===== src/rtl/stack_arbiter.sv =====
// Arbiter/sequencer sharing one hardware-stack push/pop port between CPU single ops and context bursts.
// Optional overflow/underflow protection is compiled in with `define STACK_GUARD_EN.
module stack_arbiter #(
  parameter int DEPTH     = 128,
  parameter int AW        = 7,
  parameter int BURST_MAX = 16
) (
  input  logic          clk,
  input  logic          reset,
  input  logic          cpu_push,
  input  logic          cpu_pop,
  input  logic [31:0]   cpu_d,
  output logic [31:0]   cpu_q,
  output logic          cpu_busy,
  output logic          cpu_err,
  input  logic          ctx_req,
  input  logic          ctx_dir,
  input  logic [4:0]    ctx_len,
  output logic [3:0]    ctx_widx,
  input  logic [31:0]   ctx_wdata,
  output logic [31:0]   ctx_rdata,
  output logic [3:0]    ctx_ridx,
  output logic          ctx_rvalid,
  output logic          ctx_ack,
  output logic          ctx_err,
  output logic [31:0]   stk_d,
  output logic          stk_push,
  output logic          stk_pop,
  input  logic [31:0]   stk_q,
  output logic [AW:0]   level,
  output logic          full,
  output logic          empty
);

  localparam logic [1:0] IDLE    = 2'd0;
  localparam logic [1:0] SAVE    = 2'd1;
  localparam logic [1:0] RESTORE = 2'd2;
  localparam logic [1:0] DONE    = 2'd3;

  localparam logic [4:0]  BMAX    = 5'(BURST_MAX);
  localparam logic [AW:0] DEPTH_L = (AW+1)'(DEPTH);

  logic [1:0]  state_reg, state_next;
  logic [AW:0] level_reg, level_next;
  logic [4:0]  len_reg, len_next;
  logic [4:0]  idx_reg, idx_next;
  logic        err_reg, err_next;
  logic        rvalid_reg;
  logic [3:0]  ridx_reg, ridx_next;
  logic [4:0]  clamp_len;
  logic        cpu_one, cpu_both, cpu_ok, reject;

  assign clamp_len = (ctx_len > BMAX) ? BMAX : ctx_len;
  assign cpu_one   = cpu_push ^ cpu_pop;
  assign cpu_both  = cpu_push & cpu_pop;
  assign full      = (level_reg == DEPTH_L);
  assign empty     = (level_reg == '0);

`ifdef STACK_GUARD_EN
  logic [AW:0]   len_ext;
  logic [AW+1:0] save_sum;
  assign len_ext  = {{(AW-4){1'b0}}, clamp_len};
  assign save_sum = {1'b0, level_reg} + {1'b0, len_ext};
  assign cpu_ok   = cpu_push ? !full : !empty;
  // A burst is checked whole at grant so it can never be left half-issued.
  assign reject   = ctx_dir ? (len_ext > level_reg) : (save_sum > {1'b0, DEPTH_L});
`else
  assign cpu_ok   = 1'b1;
  assign reject   = 1'b0;
`endif

  assign ridx_next = 4'(len_reg - 5'd1 - idx_reg);

  always_comb begin
    state_next = state_reg;
    level_next = level_reg;
    len_next   = len_reg;
    idx_next   = idx_reg;
    err_next   = err_reg;
    stk_push   = 1'b0;
    stk_pop    = 1'b0;
    stk_d      = '0;
    ctx_widx   = '0;
    cpu_err    = 1'b0;
    case (state_reg)
      IDLE: begin
        if (cpu_both) begin
          cpu_err = 1'b1;
        end else if (cpu_one) begin
          if (cpu_ok) begin
            stk_push = cpu_push;
            stk_pop  = cpu_pop;
            stk_d    = cpu_push ? cpu_d : '0;
          end else begin
            cpu_err = 1'b1;
          end
        end else if (ctx_req) begin
          len_next = clamp_len;
          idx_next = '0;
          err_next = reject;
          if (reject || clamp_len == 5'd0) state_next = DONE;
          else state_next = ctx_dir ? RESTORE : SAVE;
        end
      end
      SAVE: begin
        stk_push = 1'b1;
        stk_d    = ctx_wdata;
        ctx_widx = idx_reg[3:0];
        idx_next = idx_reg + 5'd1;
        if (idx_reg == len_reg - 5'd1) state_next = DONE;
      end
      RESTORE: begin
        stk_pop  = 1'b1;
        idx_next = idx_reg + 5'd1;
        if (idx_reg == len_reg - 5'd1) state_next = DONE;
      end
      default: state_next = IDLE;
    endcase
    if (stk_push)     level_next = level_reg + 1'b1;
    else if (stk_pop) level_next = level_reg - 1'b1;
  end

  always_ff @(posedge clk or negedge reset) begin
    if (!reset) begin
      state_reg  <= IDLE;
      level_reg  <= '0;
      len_reg    <= '0;
      idx_reg    <= '0;
      err_reg    <= 1'b0;
      rvalid_reg <= 1'b0;
      ridx_reg   <= '0;
    end else begin
      state_reg  <= state_next;
      level_reg  <= level_next;
      len_reg    <= len_next;
      idx_reg    <= idx_next;
      err_reg    <= err_next;
      // Stack data arrives one cycle after the pop; tag it with the word's original index.
      rvalid_reg <= (state_reg == RESTORE);
      ridx_reg   <= (state_reg == RESTORE) ? ridx_next : '0;
    end
  end

  assign cpu_q      = stk_q;
  assign ctx_rdata  = stk_q;
  assign ctx_rvalid = rvalid_reg;
  assign ctx_ridx   = ridx_reg;
  assign ctx_ack    = (state_reg == DONE);
  assign ctx_err    = (state_reg == DONE) & err_reg;
  assign cpu_busy   = (state_reg != IDLE);
  assign level      = level_reg;

endmodule


===== config.mk =====
export PLATFORM = sky130hd
export DESIGN_NAME = stack_arbiter
export DESIGN_NICKNAME = d
export VERILOG_FILES = /design/src/rtl/stack_arbiter.sv
export SDC_FILE = /design/constraint.sdc
export NUM_CORES = 1
export LEC_CHECK = 0
export ABC_AREA = 1
export ABC_CLOCK_PERIOD_IN_PS = 2690
export BUFFER_PORTS_ARGS = -buffer_cell sky130_fd_sc_hd__buf_2
export CORE_MARGIN = 5
export CORE_UTILIZATION = 25
export DETAILED_ROUTE_END_ITERATION = 10
export PLACE_DENSITY_LB_ADDON = 0.25
export SLEW_MARGIN = 20
export SYNTH_ARGS = -nofsm -noshare
export SYNTH_HDL_FRONTEND = slang
export SYNTH_SLANG_ARGS = --single-unit

===== constraint.sdc =====
create_clock -name clk -period 2.69 [get_ports clk]
set_clock_uncertainty 0.15 [all_clocks]
set_input_delay 0.4035 -clock clk [delete_from_list [all_inputs] [get_ports clk]]
set_output_delay 0.4035 -clock clk [all_outputs]
set_load 0.1 [all_outputs]

After elaboration in Yosys (flattened, before gate mapping)
Cells that the tools add are included.

word-level totals
  logic and storage cells = 63
  register bits after elaboration = 25
  input port bits = 107

operators by class
  bitwise gates (word level) = 4
  reduce and logical (&&, ||, !) cells = 10
  add/subtract/negate cells = 5
  equal/unequal tests = 9
  order comparisons = 1
  muxes and demuxes = 28

operator list
  operator             number
  $mux 32              3
  $pmux 32 s2          1
  $mux 5               4
  $mux 8               2
  $mux 2               6
  $reduce_and 4->1     3
  $pmux 5 s2           1
  $add 8x1->8 const B  1
  $eq 8x8->1 const B   1
  $logic_not 8->1      1
  $mux 4               2
  $sub 8x1->8 const B  1
  $mux 1               6
  $ne 2x2->1 const B   3
  $reduce_bool 2->1    3
  $add 5x1->5 const B  1
  $eq 5x5->1           1
  $gt 5x5->1 const B   1
  $logic_not 5->1      1
  $sub 5x1->5 const B  1
  $eq 2x2->1 const B   2
  $pmux 1 s2           2
  $pmux 2 s2           1
  $sub 4x4->4          1
  other kinds (7)      8

Depth between registers and ports, before layout
  depth after elaboration = 8
  mapped depth = 15
  gate-level depth less buffers = 14

Least setup slack after synthesis
Ideal clock, no wire load.

  path kind = reg-to-output
  from = register state_reg[0]
  to = output stk_d[0]
  buffers on the path = 2
  arrival time = 3.213 ns
  required time = 2.137 ns
  stages on the path, launching flop included = 7
  setup slack = -1.076 ns
  path through = dfrtp_1 > inv_1 > ha_1 > buf_4 > nand4_1 > clkbuf_1 > o21ai_0

between the ends
  word-level cells in the longest chain between the ends = 2

ends and longest elaborated chain
  item                                           RTL line  text
  start, declared                                43        logic [1:0] state_reg, state_next;
  start signal, assigned                         133       state_reg <= state_next;
  $eq 2x1->1 or $logic_not 2->1 (tied branches)  85        case (state_reg)
  $pmux 32 s2 (*)                                85
  end, declared                                  26        output logic [31:0] stk_d,

Mark *: on every way between the ends. The rest lies on a longest branch, timed or not.

Worst setup path after layout
  from = register state_reg[0]
  to = output stk_d[29]

Same word-level chain as after synthesis.

==> out/metrics.csv <==
metric,value,unit
critical path data required time,2.14,ns
YS warnings,0,
1st-pass router iterations,4,
Cells after Synth,405,
routed wl met3,687,um
RR Endpoint,level[6],
Syn Area/Cell,6.673,um^2
critical path's slowest cell,dfrtp_1,
fillcell total,1153,
first-pass GRT wire length,12700,um
most frequent cells in the layout,"nand2_1, buf_2, inv_1, buf_12, o21ai_1",
final number of setup-violating endpoints,0,
post-synth top area share,0.2315,
Crit. End Element,output pin,
number of flops mapped to enable cells by yosys,0,
Rel. slew slack,0.6039,
Syn Nets,533,
vias,2534,
"non-filler cells, final",609,
Skew-Pair Late Insertion Delay,0.27,ns
die height,114.0,um
DRC violations left,0,
Cells after DPL,604,
critical path's largest stage delay,0.42,ns
routed wl met2,4199,um
RSZ-0062 raised after global routing,yes,
"CTS clk-pin slew, worst paths",0.10,ns
initial antenna violation count,0,
most frequent cell on the critical path,buf_4,
fin crit period,2.566,ns
flip-flop count of the largest register after layout,8,
Setup CP Type,flop to output pin,
DR WL/cell,13.15,um
grt ovf,0,
asr flop ratio synth,1.000,
vias per cell,4.161,
routed length on met1,3059,um
crit-path max FO,32,
CP startpoint kind,flop,
CP Cell Sequence,inv_1 > ha_1 > buf_4 > nand4_1 > buf_4 > o21ai_1 > buf_12,
"Top FF cell, synth",dfrtp_1,
hold endpoint,len_reg[2],
Final Hold Fails,0,
chip width,114.0,um
area occupied by multi-input gates,1277,um^2
WHS,0.2001,ns
largest net degree at the start of global routing,37,
Final Max Tran Viols,0,
crit path DAT,2.01,ns
maxcap violations,0,
DR top layer,met4,
Fmax,0.3898,GHz
Final #Nets,598,
worst r2r path cells,13,
# port buffers,130,
Least-Margin Pin Slew,0.5941,ns
final core occ,0.3409,
CTS tree,yes,
placer congestion estimate,0.8710,
period utilisation layout,0.9538,
clock root buffer,clkbuf_8,
clock sink count,25,
area grow syn2layout,34.95,%
Hold Crit Class,input pin to flop,
register area share after synthesis,0.2315,
# IOs,228,
share of cells above drive strength 1,0.3369,
Setup Buffers After CTS,0,
Total GRT Usage,0.1203,
initial core utilization,0.2526,
via count of the first global-routing pass,2524,
post-route ant nets,0,
DR iter-0 viols,32,
hold_sp,ctx_len[2],
"most common cell after layout, fill and taps aside",nand2_1,
Worst R2R Start,state_reg[0],
Hold Crit Depth,3,
flip-flop and latch count after synthesis,25,
Post-DP HPWL,6960,um
total CTS buffers,3,
clock buffer depth,2,
Yosys top cell by area,dfrtp_1,
Synth cell types,32,
worst reg2reg setup slack,0.26,ns
Mapped Area,2703,um^2
Site Rows,38,
status,"finished, final reports clean",
ant diodes,0,
die area,12990,um^2
H-Tree Depth,1,
DRT Wirelength,8010,um
Synth area leaders,"dfrtp_1, buf_4, nand2_1, inv_1, ha_1",
Core Area,10700,um^2
Seq. cell area,625.6,um^2
-- kinds of logic (layout without fill, tap and decap cells) --
| group | Yosys count | count (layout) | share of synthesized area |
|---|---|---|---|
| AO/OA/AOI/OAI | 63 | 63 | 0.1208 |
| flip-flops | 25 | 25 | 0.2315 |
| buffers and inverters | 149 | 213 | 0.3019 |
| XOR/XNOR | 3 | 3 | 0.009724 |
| other | 1 | 1 | 0.001388 |
| AND/OR/NAND/NOR | 143 | 143 | 0.2319 |
| adder cells (fa/ha/maj) | 21 | 21 | 0.1028 |
-- synthesized netlist by cell type (2+ instances only) --
master,n
a21oi_1,10
buf_1,2
buf_4,66
clkbuf_1,4
dfrtp_1,25
fa_1,2
ha_1,19
inv_1,70
inv_2,5
nand2_1,94
nand2_2,3
nand3_1,16
nand4_1,6
nor2_1,12
nor2_2,2
nor3_1,4
o21ai_0,44
o21ai_1,5
or2_2,2
xor2_1,2
-- area by class of cell --
type / instances / area share
clock buffers: 3 / 0.01132
repair buffers: 134 / 0.3396
well taps: 140 / 0.04803
multi-input cells: 231 / 0.3503
inverters: 75 / 0.07719
flip-flops and latches: 25 / 0.1715
clock inverters: 1 / 0.002058
-- what timing repair did --
action	CTS	global route
gates resized for setup	0	3
hold buffers	1	0
hold endpoints to repair	25	0
setup endpoints to repair	0	25
-- critical path, delay by kind of cell, from the launching register on --
family,cells,cell delay [ns]
buffers and inverters,4,0.73
DFF,1,0.42
AOI/OAI and AO/OA,1,0.28
and+or+nand+nor,1,0.12
adders and majority gates,1,0.16
-- per-layer routing --
metal,up-vias,GRT usage
met5,-,0
met4,0,0.02692
met3,4,0.02971
met2,129,0.2217
met1,1091,0.1398
li1,1310,-
-- worst max path at each step --
stage / startpoint / to / slack, ns / depth (start not counted)
after floorplan: state_reg[0] / stk_d[0] / -0.38 / 6
after global placement: cpu_pop / level[6] / 0.24 / 14
after detailed placement: cpu_pop / level[6] / 0.19 / 14
after CTS: state_reg[0] / stk_d[20] / 0.09 / 7
after global routing: state_reg[0] / stk_d[28] / -0.03 / 7
final: state_reg[0] / stk_d[29] / 0.12 / 7
-- through the flow --
| step | area [um^2] | worst slack [ns] | TNS [ns] |
|---|---|---|---|
| after floorplan | 2708 | -0.3769 | -11.63 |
| after global placement | 3577 | 0.2415 | 0 |
| after detailed placement | 3577 | 0.1878 | 0 |
| after CTS | 3636 | 0.09029 | 0 |
| after global routing | 3647 | -0.03456 | -0.3925 |
| final | 3647 | 0.1243 | 0 |
Power is left out: the tool's default activity adds up to more than one toggle a clock period on the data nets, which glitch-free logic cannot reach.
